===== src/rtl/uart_tx_serializer.sv =====
// UART transmit serializer: frames one byte (start, 7/8 data bits LSB first, optional parity,
// 1 or 2 stop bits) onto tx, advancing one bit per xmit_pulse. Parity built only with UART_TX_PARITY_EN.
module uart_tx_serializer #(
    parameter int STOP_BITS = 1
) (
    input  logic       clk,
    input  logic       reset_n,
    input  logic       xmit_pulse,
    input  logic       bit8,
    input  logic       parity_en,
    input  logic       odd_n_even,
    input  logic [7:0] tx_data,
    input  logic       tx_valid,
    output logic       tx_ready,
    output logic       tx,
    output logic       tx_busy
);

    localparam logic LP_TWO_STOP = (STOP_BITS == 2);

    typedef enum logic [2:0] {
        S_IDLE,
        S_START,
        S_DATA,
`ifdef UART_TX_PARITY_EN
        S_PARITY,
`endif
        S_STOP
    } state_t;

    state_t     r_state, w_next_state;
    logic [7:0] r_hold;
    logic       r_full;
    logic [7:0] r_shift;
    logic [2:0] r_cnt, w_next_cnt;
    logic       r_stop_cnt, w_next_stop_cnt;
    logic       r_tx, w_next_tx;
    logic       r_bit8;
    logic       w_load;
    logic       w_shift_en;
    logic       w_last_data;
    logic       w_last_stop;

`ifdef UART_TX_PARITY_EN
    logic r_par_en;
    logic r_parity;
    logic w_parity;

    // Parity covers only the bits that will actually be sent.
    assign w_parity = (^(bit8 ? r_hold : {1'b0, r_hold[6:0]})) ^ odd_n_even;
`else
    logic w_unused_cfg;
    assign w_unused_cfg = parity_en ^ odd_n_even;
`endif

    assign w_last_data = (r_cnt == (r_bit8 ? 3'd7 : 3'd6));
    assign w_last_stop = !LP_TWO_STOP || r_stop_cnt;

    // NOTE: holding data is reset along with its flag so no stale byte survives a reset.
    always_ff @(posedge clk or negedge reset_n) begin
        if (!reset_n) begin
            r_full <= 1'b0;
            r_hold <= '0;
        end else if (w_load) begin
            r_full <= 1'b0;
        end else if (tx_valid && !r_full) begin
            r_full <= 1'b1;
            r_hold <= tx_data;
        end
    end

    // NOTE: sequential state uses non-blocking assignments so all registers see pre-edge values.
    always_ff @(posedge clk or negedge reset_n) begin
        if (!reset_n) begin
            r_state    <= S_IDLE;
            r_tx       <= 1'b1;
            r_cnt      <= '0;
            r_stop_cnt <= 1'b0;
        end else begin
            r_state    <= w_next_state;
            r_tx       <= w_next_tx;
            r_cnt      <= w_next_cnt;
            r_stop_cnt <= w_next_stop_cnt;
        end
    end

    always_ff @(posedge clk or negedge reset_n) begin
        if (!reset_n) begin
            r_shift  <= '0;
            r_bit8   <= 1'b1;
`ifdef UART_TX_PARITY_EN
            r_par_en <= 1'b0;
            r_parity <= 1'b0;
`endif
        end else if (w_load) begin
            r_shift  <= r_hold;
            r_bit8   <= bit8;
`ifdef UART_TX_PARITY_EN
            r_par_en <= parity_en;
            r_parity <= w_parity;
`endif
        end else if (w_shift_en) begin
            r_shift <= {1'b0, r_shift[7:1]};
        end
    end

    // NOTE: every output of this block gets a default first so no latch is inferred.
    always_comb begin
        w_next_state    = r_state;
        w_next_tx       = r_tx;
        w_next_cnt      = r_cnt;
        w_next_stop_cnt = r_stop_cnt;
        w_load          = 1'b0;
        w_shift_en      = 1'b0;
        if (xmit_pulse) begin
            case (r_state)
                S_IDLE: begin
                    if (r_full) begin
                        w_load       = 1'b1;
                        w_next_tx    = 1'b0;
                        w_next_state = S_START;
                    end
                end
                S_START: begin
                    w_next_tx    = r_shift[0];
                    w_shift_en   = 1'b1;
                    w_next_cnt   = '0;
                    w_next_state = S_DATA;
                end
                S_DATA: begin
                    if (!w_last_data) begin
                        w_next_tx  = r_shift[0];
                        w_shift_en = 1'b1;
                        w_next_cnt = r_cnt + 3'd1;
                    end
`ifdef UART_TX_PARITY_EN
                    else if (r_par_en) begin
                        w_next_tx    = r_parity;
                        w_next_state = S_PARITY;
                    end
`endif
                    else begin
                        w_next_tx       = 1'b1;
                        w_next_stop_cnt = 1'b0;
                        w_next_state    = S_STOP;
                    end
                end
`ifdef UART_TX_PARITY_EN
                S_PARITY: begin
                    w_next_tx       = 1'b1;
                    w_next_stop_cnt = 1'b0;
                    w_next_state    = S_STOP;
                end
`endif
                S_STOP: begin
                    // A byte already waiting starts straight after the last stop bit.
                    if (!w_last_stop) begin
                        w_next_stop_cnt = 1'b1;
                    end else if (r_full) begin
                        w_load       = 1'b1;
                        w_next_tx    = 1'b0;
                        w_next_state = S_START;
                    end else begin
                        w_next_tx    = 1'b1;
                        w_next_state = S_IDLE;
                    end
                end
                default: begin
                    w_next_tx    = 1'b1;
                    w_next_state = S_IDLE;
                end
            endcase
        end
    end

    assign tx       = r_tx;
    assign tx_ready = ~r_full;
    assign tx_busy  = (r_state != S_IDLE) | r_full;

endmodule


===== config.mk =====
export PLATFORM = sky130hd
export DESIGN_NAME = uart_tx_serializer
export DESIGN_NICKNAME = d
export VERILOG_FILES = /design/src/rtl/uart_tx_serializer.sv
export SDC_FILE = /design/constraint.sdc
export NUM_CORES = 1
export LEC_CHECK = 0
export ABC_AREA = 1
export CAP_MARGIN = 15
export CORE_MARGIN = 5
export CORE_UTILIZATION = 48
export CTS_CLUSTER_SIZE = 14
export DETAILED_ROUTE_END_ITERATION = 8
export PLACE_DENSITY_LB_ADDON = 0.2
export SLEW_MARGIN = 5
export SYNTH_ARGS = -nofsm -noshare
export SYNTH_HDL_FRONTEND = slang
export SYNTH_SLANG_ARGS = --single-unit

===== constraint.sdc =====
create_clock -name clk -period 1.28 [get_ports clk]
set_input_delay 0.256 -clock clk [delete_from_list [all_inputs] [get_ports clk]]
set_output_delay 0.256 -clock clk [all_outputs]
set_load 0.005 [all_outputs]

# Word-level counts from Yosys, hierarchy flattened
# Cells that the tools add are included.
dict set report word_totals {
  ff_bits 25
  input_bits 15
  output_inout_bits 3
  wordCells 51
}
dict set report classes {
  add_sub_neg 1
  n_eq_ne 7
  n_mux 21
  bitwise 3
  n_reduce_logical 12
}
# op count
set ops {}
lappend ops {{2-to-1 mux 8 bit} 2}
lappend ops {{2-to-1 mux 1 bit} 12}
lappend ops {{one-hot mux 3 bit (4 select lines)} 1}
lappend ops {{2-to-1 mux 3 bit} 3}
lappend ops {{== test 3 x 2 -> 1 bit (second input constant)} 2}
lappend ops {{!= test 2 bit (second input constant)} 3}
lappend ops {{one-hot mux 3 bit (2 select lines)} 1}
lappend ops {{AND reduction 3 bit} 2}
lappend ops {{nonzero test 2 bit} 3}
lappend ops {{one-hot mux 1 bit (4 select lines)} 1}
lappend ops {{AND reduction 2 bit} 2}
lappend ops {{adder 3 x 1 -> 3 bit (second input constant)} 1}
lappend ops {{== test 3 x 1 -> 1 bit (second input constant)} 1}
lappend ops {{== test 3 bit} 1}
lappend ops {{logical NOT 3 bit} 1}
lappend ops {{nonzero test 3 bit} 1}
lappend ops {{NOT 1 bit} 2}
lappend ops {{one-hot mux 1 bit (2 select lines)} 1}
lappend ops {{OR reduction 2 bit} 1}
lappend ops {{logical AND 1 bit} 1}
lappend ops {{logical NOT 1 bit} 1}
lappend ops {{bitwise OR 1 bit} 1}

# Depth between registers and ports, before layout
# Gate-level depths: netlist of the first run.
dict set report depth {
  depth_word 7
  ltp_mapped 9
  mapped_depth_nobuf 9
}

# Worst setup path after synthesis of the first run
# OpenSTA, ideal clock, no wires.
dict set report synth_timing {
  kind {reg2reg}
  startpoint {register r_state[0]}
  endpoint {register r_shift[1]}
  t_arrival_ns 1.258
  required_ns 1.164
  slack_ns -0.094
  path_stages_with_launch 10
  synth_period_minus_slack_ns 1.374
  path_cell_list {dfrtp_1 -> inv_1 -> ha_1 -> inv_2 -> nand3_4 -> buf_2 -> nand2_1 -> o21ai_1 -> nand2_1 -> nand2_1}
}
dict set report synth_via {
  elab_chain_cells 5
  word_cells_on_any_way 11
  classes_between {eq/ne (3); mux (5); reduce/logical (3)}
}
# element line
set synth_rtl {}
lappend synth_rtl {{start, declared} 31} ;# state_t r_state, w_next_state;
lappend synth_rtl {{start signal, assigned} 80} ;# r_state <= w_next_state;
lappend synth_rtl {{== test 3 x 2 -> 1 bit / logical NOT 3 bit (equally long branches)} -}
lappend synth_rtl {{OR reduction 2 bit (no line)} -}
lappend synth_rtl {{2-to-1 mux 1 bit} -}
lappend synth_rtl {{2-to-1 mux 1 bit} 115} ;# if (xmit_pulse) begin
lappend synth_rtl {{2-to-1 mux 8 bit / nonzero test 2 bit (equally long branches)} -}
lappend synth_rtl {{end signal, assigned} 96} ;# r_shift <= r_hold;
lappend synth_rtl {{end signal, assigned} 103} ;# r_shift <= {1'b0, r_shift[7:1]};
lappend synth_rtl {{end, declared} 34} ;# logic [7:0] r_shift;
# Several ways; a longest one is shown, not always the timed one.
# A chain may end at the register's enable or synchronous reset.

# Worst setup path after layout of the first run
dict set report layout_timing {
  startpoint {register r_state[1]}
  endpoint {register r_state[0]}
}
dict set report layout_via {
  elab_chain_cells 3
  word_cells_on_any_way 8
  classes_between {eq/ne (5); mux (1); reduce/logical (2)}
}
# element line
set layout_rtl {}
lappend layout_rtl {{== test 3 x 2 -> 1 bit / logical NOT 3 bit (equally long branches)} 116} ;# case (r_state)
lappend layout_rtl {{!= test 2 bit (no line)} -}
lappend layout_rtl {{AND reduction 3 bit (no line)} -}
# Several ways; a longest one is shown, not always the timed one.

==> results of run 1 <==
per-layer routing:
layer / vias up / share of wire (%) / global-route usage, %
met5: - / 0 / 0
met4: 0 / 4.2 / 6.36
met3: 12 / 4.2 / 1.89
met2: 24 / 51 / 27.8
met1: 516 / 41 / 20.9
li1: 556 / - / -
sequential cells by signal, summed over array words and instances (netlist names):
name / count
r_full: 1
r_cnt: 3
r_shift: 8
r_bit8: 1
r_state: 2
tx: 1
r_hold: 8
metrics by stage:
step	hold slack [ns]	total power, mW	cell area (sq um)	std cells	setup slack (ns)
after detailed placement	0.475	3.30	1590	206	-0.260
after floorplan	-0.0396	2.63	1300	149	0.00310
final	0.213	4.68	1890	222	-0.125
after CTS	0.222	4.27	1780	217	-0.0928
after global routing	0.233	5.04	1890	222	-0.204
after global placement	0.472	3.22	1590	206	-0.206
worst reg2reg max path, cell delays in order (launching register included):
cell and delay (ns):
dfrtp_1 0.41, buf_4 0.15, ha_4 0.18, or2_4 0.24, a21o_1 0.16, nor2_1 0.12, a21oi_1 0.05
cell type report:
cell class,instances,area [sq um]
Fill cell,181,609
Clock inverter,1,30.0
Inverter,20,80.1
Sequential cell,24,603
Tap cell,30,37.5
Clock buffer,3,22.5
Multi-Input combinational cell,103,739
Timing Repair Buffer,41,378
cell usage in the layout (no fill, tap or decap), types with 3 or more instances in the layout:
cell,Yosys,layout
nand2_1,42,25
buf_4,0,18
ha_4,0,3
o21ai_1,9,4
dfrtp_1,22,22
inv_1,13,9
clkdlybuf4s50_1,0,12
a21oi_1,8,8
buf_6,1,6
nand2_2,0,15
nand2_4,4,6
clkbuf_4,0,3
o21ai_2,0,6
nand3_1,9,9
nor2_1,11,10
inv_2,5,8
power by group through the flow:
stage	registers (mW)	logic, mW	clock network (mW)
2_1_floorplan	1.25	1.38	0
3_3_place_gp	1.25	1.97	0
3_5_place_dp	1.27	2.03	0
4_1_cts	1.26	2.45	0.556
5_1_grt	1.31	3.13	0.596
6_report	1.27	2.85	0.555
worst max path at each step:
stage	endpoint	slack, ns	depth (start not counted)
final	r_state[0]	-0.13	6
after CTS	tx	-0.09	7
after global routing	tx	-0.20	6
after global placement	r_cnt[1]	-0.21	7
after detailed placement	r_cnt[1]	-0.26	7
after floorplan	r_shift[1]	0.003	9
timing repair:
| action | in CTS | in global routing |
|---|---|---|
| setup buffers | 6 | 5 |
| gates resized for setup | 31 | 26 |
| hold endpoints to repair | 0 | 0 |
| pin swaps | 10 | 8 |
| hold buffers | 0 | 0 |
| setup endpoints to repair | 16 | 18 |
| cloned | 1 | 0 |
cells by family after synthesis:
kind of cell,share of synthesized area (%)
buf+inv,7.55
compound gates,10.2
mux,1.76
xor+xnor,0.686
fa+ha+maj,4.90
flops,47.3
simple gates,27.6
==> out/qor.yml, run 1 <==
power:
  switching_share_pct: 40.6
  p_leak_nw: 0.940
  comb_power_share_pct: 60.9
  netSwitchingPower_mw: 1.90
  power_density_nw_per_um2: 2470
  vdd_drop_max_mv: 1.69
  seqPwrFrac_pct: 27.2
  p_clk_share_pct: 11.9
  internal-power_mw: 2.78
synth:
  syn_inst: 149
  yosys.cell_count.top_type: "nand2_1"
  synth-edff-count: 0
  synth_area_leaders: "dfrtp_1, nand2_1, ha_1, dfstp_2, inv_1"
  synth.distinct_cells: 25
  synth_seq_cells: 24
  synthTopCellsByCount: "nand2_1, dfrtp_1, inv_1"
  syn-num-nets: 169
  syn-cell-area_sq_um: 1280
  avgSynthCellArea_sq_um: 8.57
  seq_area_frac_synth_pct: 47.3
  synth_top_area_share_pct: 43.1
  ys.flop_type: "dfrtp_1"
  yosys.area.top_type: "dfrtp_1"
  yosysWarningCount: 0
  async_flop_share_pct: 100
sta:
  period_minus_slack_ns: 1.41
  setup_ws_ns: -0.125
  setup_tns_ns: -1.08
  fmax_ghz: 0.712
  finalSetupViolations: 17
  finalHoldViolCount: 0
  finClkSkew_ns: 0.00419
  slew_headroom_pct: 84.8
  slew_violations: 0
  tightest_slew_ns: 0.228
  post-route-period-util_pct: 110
  rsz0062_at_grt: "yes"
floorplanning:
  dieHeight_um: 61.6
  placementRows: 18
  ios: 18
  die_area_sq_um: 3790
  start_util_pct: 51.1
  die-width_um: 61.6
  coreArea_sq_um: 2500
final_layout:
  area_growth_pct: 48.1
  antenna_cells: 0
  final_nets: 213
  drive_gt1_share_pct: 44.3
  utilization_pct: 75.6
drt:
  route.detailed.drc: 0
  wl_per_cell_um: 13.0
  dr.pass1.iters: 5
  drtIter0Drc: 28
  num_vias: 1108
  ant_nets: 0
  drt_wl_total_um: 2880
  routed_via_density: 4.99
setup_path:
  cp-end-kind: "register"
  r2r-end: "r_state[0]"
  cp-start-kind: "register"
  crit_type: "reg2reg"
  path_cells: "buf_4, ha_4, or2_4, a21o_1, nor2_1, a21oi_1"
  rr_worst_depth: 6
  setup.worst_path.start: "r_state[1]"
  critPathMaxFanout: 4
  timing.critical_path.buf_inv: 1
  cp.arrival_ns: 1.64
  crit_slowest_cell: "dfrtp_1"
  r2r-start: "r_state[1]"
  required_ns: 1.51
  rrSetupSlack_ns: -0.13
  slowest_delay_ns: 0.41
  critical-path-top-delay-family: "flip-flops"
clock_network:
  cts_sinks: 24
  cts_tree: "built"
  root_buffer: "clkbuf_4"
  clock_path_buffers: 2
  clock_latency_ns: 0.32
  clk_pin_slew_ns: 0.13
  cts_buffers: 3
  htreeDepth: 1
global_route:
  grt_pass1_vias: 1039
  grtUsageTotal_pct: 16.3
  antenna_found_initial: 0
  grt_pass1_wl_um: 4550
  grt.overflow.total: 0
  grt_max_degree: 19
status:
  violations: "negative setup slack"
  outcome: "finished with violations"
min_path:
  hold_class: "in2async"
job:
  cap_violations: 0
placed_design:
  io_buffers: 15
  gp_congestion: 0.822
  post-dp-hpwl_um: 1910
Power figures use the tool's default switching activity.
==> run 2: changes to the inputs <==
CAP_MARGIN = default   (was 15)
==> results of run 2 <==
Final layout, timing and power as in run 1 (identical DEF).
